<file path="src/rtl/gate_array_pkg.sv">
// Shared types for the multi-input gate array: gate function encoding and
// the per-mode reduction helper used by every channel.
package gate_array_pkg;

    typedef enum logic [1:0] {
        GM_NAND = 2'd0,
        GM_AND  = 2'd1,
        GM_NOR  = 2'd2,
        GM_OR   = 2'd3
    } gate_mode_t;

    // Callers pass the AND- and OR-reductions of a slice, so the helper stays width-agnostic.
    function automatic logic gate_reduce(input gate_mode_t mode,
                                         input logic       all_set,
                                         input logic       any_set);
        logic r;
        r = 1'b0;
        case (mode)
            GM_NAND: r = ~all_set;
            GM_AND:  r =  all_set;
            GM_NOR:  r = ~any_set;
            GM_OR:   r =  any_set;
            default: r = 1'b0;
        endcase
        return r;
    endfunction

endpackage

</file>
<file path="src/rtl/multi_input_gate_array_inertial_filter.sv">
// Purpose: per-bit inertial filter; q follows d only after d persists DELAY_CYCLES sampled cycles.
// Latency: d sampled at edge k reaches q at edge k+DELAY_CYCLES (DELAY_CYCLES+1 edges from d).
// Backpressure: none; en low freezes s/cnt/q and clears toggled.
module inertial_filter #(
    parameter int   DELAY_CYCLES = 1,
    parameter logic RST_BIT      = 1'b1
) (
    input  logic clk,
    input  logic rst_n,
    input  logic en,
    input  logic d,
    output logic q,
    output logic toggled
);

    localparam int             CW       = $clog2(DELAY_CYCLES + 1);
    localparam logic [CW-1:0]  CNT_LAST = CW'(DELAY_CYCLES - 1);
    localparam logic [CW-1:0]  CNT_ONE  = CW'(1);

    logic          s;
    logic [CW-1:0] cnt;

    // s != q is the PENDING state; any revert of s drops the run count entirely.
    always_ff @(posedge clk or negedge rst_n) begin
        if (!rst_n) begin
            s       <= RST_BIT;
            cnt     <= '0;
            q       <= RST_BIT;
            toggled <= 1'b0;
        end else if (en) begin
            s <= d;
            if (s == q) begin
                cnt     <= '0;
                toggled <= 1'b0;
            end else if (cnt == CNT_LAST) begin
                q       <= s;
                cnt     <= '0;
                toggled <= 1'b1;
            end else begin
                cnt     <= cnt + CNT_ONE;
                toggled <= 1'b0;
            end
        end else begin
            toggled <= 1'b0;
        end
    end

endmodule

</file>
<file path="src/rtl/multi_input_gate_array.sv">
// Purpose: CHANNELS independent INPUTS-wide gates (NAND/AND/NOR/OR) with inertial-filtered outputs.
// Latency: a stable din/mode change reaches y after DELAY_CYCLES+1 enabled edges; outputs registered.
// Backpressure: none; en low freezes all state and suppresses changed pulses.
module multi_input_gate_array
    import gate_array_pkg::*;
#(
    parameter int                    CHANNELS     = 3,
    parameter int                    INPUTS       = 3,
    parameter int                    DELAY_CYCLES = 1,
    parameter logic [CHANNELS-1:0]   Y_RST        = '1
) (
    input  logic                         clk,
    input  logic                         rst_n,
    input  logic                         en,
    input  logic [1:0]                   mode,
    input  logic [CHANNELS*INPUTS-1:0]   din,
    output logic [CHANNELS-1:0]          y,
    output logic [CHANNELS-1:0]          changed
);

    gate_mode_t          mode_sel;
    logic [CHANNELS-1:0] raw;

    assign mode_sel = gate_mode_t'(mode);

    for (genvar i = 0; i < CHANNELS; i++) begin : g_chan
        logic [INPUTS-1:0] slice;

        assign slice  = din[i*INPUTS +: INPUTS];
        assign raw[i] = gate_reduce(mode_sel, &slice, |slice);

        inertial_filter #(
            .DELAY_CYCLES (DELAY_CYCLES),
            .RST_BIT      (Y_RST[i])
        ) u_filter (
            .clk     (clk),
            .rst_n   (rst_n),
            .en      (en),
            .d       (raw[i]),
            .q       (y[i]),
            .toggled (changed[i])
        );
    end

endmodule

</file>
<file path="config.mk">
export PLATFORM = sky130hd
export DESIGN_NAME = multi_input_gate_array
export DESIGN_NICKNAME = d
export VERILOG_FILES = /design/src/rtl/gate_array_pkg.sv /design/src/rtl/multi_input_gate_array_inertial_filter.sv /design/src/rtl/multi_input_gate_array.sv
export SDC_FILE = /design/constraint.sdc
export NUM_CORES = 1
export LEC_CHECK = 0
export BUFFER_PORTS_ARGS = -buffer_cell sky130_fd_sc_hd__buf_4
export CAP_MARGIN = 20
export CORE_AREA = 2 2 40 42
export CTS_CLUSTER_DIAMETER = 80
export DETAILED_ROUTE_END_ITERATION = 8
export DIE_AREA = 0 0 42 44
export PLACE_DENSITY = 0.76
export SLEW_MARGIN = 20
export SYNTH_ARGS = -nofsm -noshare
export SYNTH_HDL_FRONTEND = slang
export SYNTH_SLANG_ARGS = --single-unit
</file>
<file path="constraint.sdc">
create_clock -name clk -period 1 [get_ports clk]
set_clock_uncertainty 0.1 [all_clocks]
set_input_delay 0.05 -clock clk [delete_from_list [all_inputs] [get_ports clk]]
set_output_delay 0.05 -clock clk [all_outputs]
set_load 0.05 [all_outputs]
</file>
==> impl_metrics.tcl <==
set metrics [dict create \
    fmax_mhz 910 \
    cap_violations 0 \
    netlist_instances 51 \
    yosysTopAreaCell "dfstp_2" \
    io_buffer_count 19 \
    nNetsFinal 95 \
    critPathRequiredTime_ns 0.85 \
    violations "setup timing" \
    yosysUniqueCellTypes 14 \
    path_buf_inv 1 \
    cp_slowest_cell "dfstp_2" \
    antenna_found_initial 0 \
    leakagePower_nw 0.383 \
    syn_area_per_cell_um2 9.99 \
    cts_buffers 3 \
    grt.total_usage_pct 13.0 \
    drc 0 \
    rows 14 \
    cp_top_family "flip-flops" \
    clock_sinks 9 \
    outcome "finished, violations left" \
    wl_met2_um 561 \
    first_pass_iters 1 \
    core_mm2 0.00142 \
    yosys_warnings 0 \
    setup_violations 6 \
    synth-seq-cells 9 \
    io_pins 20 \
    fillers 135 \
    drt-total-wl_um 966 \
    grt_max_degree 10 \
    wl_met1_um 328 \
    slew_headroom_pct 86.9 \
    syn_area_um2 509 \
    sw_frac_of_total_pct 33.3 \
    start_util_pct 35.9 \
    crit_chain "buf_8" \
    p_int_mw 0.854 \
    synth_top_area_share_pct 31.0 \
    fin_ws_ns -0.0986 \
    p_clk_share_pct 21.3 \
    grt_pass1_wl_mm 1.71 \
    async_flop_share_pct 100 \
    final-max-slew-violation-count 0 \
    synthToLayoutAreaGrowth_pct 56.8 \
    max_stage_delay_ns 0.55 \
    layout_worst_path_cycle_share_pct 110 \
    netlist_top_cells_area "dfstp_2, dfrtp_1, buf_4, mux2_1, a21oi_1" \
    p_sw_mw 0.427 \
    path_max_fanout 2 \
    hold_class "in2async" \
    cp-end-kind "primary output" \
    die_w_um 42 \
    timing.hold.ws_ns 0.0463 \
    dp_slack_ns 0.0449 \
    seqPwrFrac_pct 38.6 \
    ir_worst_vdd_mv 0.509 \
    synth_edf_count 0 \
    grt_pass1_vias 459 \
    clock-root-buffer "clkbuf_4" \
    synth_most_common_cell "buf_4" \
    chipHeight_um 44 \
    h-tree-depth 1 \
    seq_area_frac_synth_pct 45.7 \
    synth_fp_nets 65 \
    wl_per_cell_um 10.1 \
    multi_input_area_um2 218 \
    drive_gt1_share_pct 42.5 \
    cts_tree "built" \
    grt_overflow 0 \
    fin_crit_ns 1.10 \
    hold_viol_final 0 \
    clkLatencyLatePin_ns 0.25 \
    routed.top_layer "met4" \
    dp.cells 80 \
    synthTopCellsByCount "buf_4, a21oi_1, dfstp_2, nor2b_1" \
    comb_power_share_pct 40.1 \
    n_antenna_cell 0 \
    first_iter_violations 0 \
    rsz0062_at_grt "yes" \
    fin_cells 96 \
    worstPathArrival_ns 0.95 \
    tightest_slew_ns 0.196 \
    place_congestion 0.667 \
    clk_path_buf_depth 2 \
    path_clk_slew_ns 0.06 \
    criticalPathCategory "reg2out" \
    antenna_left 0 \
    ff_latch_area_um2 233 \
    p_per_area_mw_per_mm2 1600 \
    critical_path.startpoint_type "register" \
    dieArea_mm2 0.00185 \
    wl_met3_um 55 \
    vias_per_cell 4.67 \
    ys.flop_type "dfstp_2" \
    vias 448 \
]
[cells by family (layout without fill, tap and decap cells)]
kind of cell,Yosys count,count (layout),synth area share [%]
simple gates,14,14,16.7
buf+inv,10,39,12.5
flops,9,9,45.7
compound gates,12,12,13.3
xor+xnor,3,3,5.16
mux,3,3,6.63
[sequential cells by signal, summed over array words and instances, names as in the netlist]
name	count
g_chan.u_filter.q	3
g_chan.u_filter.toggled	3
g_chan.u_filter.s	3
[metal layers]
| layer | vias to the layer above | track usage (%) |
|---|---|---|
| li1 | 225 | - |
| met1 | 203 | 12.1 |
| met2 | 18 | 24.1 |
| met3 | 2 | 1.25 |
| met4 | 0 | 13.5 |
| met5 | - | 0 |
[path summary, 6_finish.rpt]
check | from | endpoint | slack, ns | depth (start not counted)
setup / recovery | g_chan[2].u_filter.q | y[2] | -0.1 | 1
hold / removal | rst_n | g_chan[2].u_filter.toggled | 0.05 | 2
setup reg to reg | g_chan[2].u_filter.q | g_chan[2].u_filter.toggled | -0.07 | 3
hold reg to reg | g_chan[2].u_filter.s | g_chan[2].u_filter.toggled | 0.54 | 2
max in group asynchronous | rst_n | g_chan[1].u_filter.q | 0.54 | 2
min in group clk | en | g_chan[1].u_filter.s | 0.05 | 4
[repair_timing]
item / CTS / global route
setup buffers: 3 / 0
pin swaps: 1 / 2
hold buffers: 9 / 0
endpoints found under the setup margin: 3 / 12
endpoints found under the hold margin: 16 / 0
resized for setup: 6 / 4
[layout by cell type, fill, tap and decap left out]
cell            count
clkbuf_4            3
dfstp_2             6
dlygate4sd3_1       7
and2_1              3
nor2b_2             2
clkbuf_1            1
dfrtp_1             3
nand2_1             1
buf_8               3
o21ai_1             3
inv_1               3
a211oi_1            3
xor2_1              3
buf_4              20
nor2b_1             2
nand3_1             3
dlymetal6s4s_1      2
nand3b_1            3
a21oi_1             6
mux2_1              3
[stage by stage]
stage          util (%)  instance area, µm²  power [mW]  TNS, ns
6_report           56.3                 798        1.28   -0.472
5_1_grt            56.3                 798        1.36   -0.706
4_1_cts            55.6                 788        1.30   -0.565
3_5_place_dp       44.2                 627       0.909        0
3_3_place_gp       44.2                 627       0.898        0
2_1_floorplan         -                 509       0.831        0
[power groups by stage]
stage	registers [mW]	logic, mW	clock network (mW)
finish	0.494	0.513	0.273
global route	0.504	0.545	0.311
detailed placement	0.500	0.409	0
floorplan	0.491	0.340	0
global placement	0.497	0.402	0
CTS	0.494	0.513	0.298
[layout make-up]
| class | count | area share (%) |
|---|---|---|
| Inverter | 3 | 1.41 |
| Sequential cell | 9 | 29.2 |
| Tap cell | 16 | 2.51 |
| Clock buffer | 4 | 3.29 |
| Multi-Input combinational cell | 32 | 27.3 |
| Timing Repair Buffer | 32 | 36.4 |
Power figures use the tool's default switching activity.
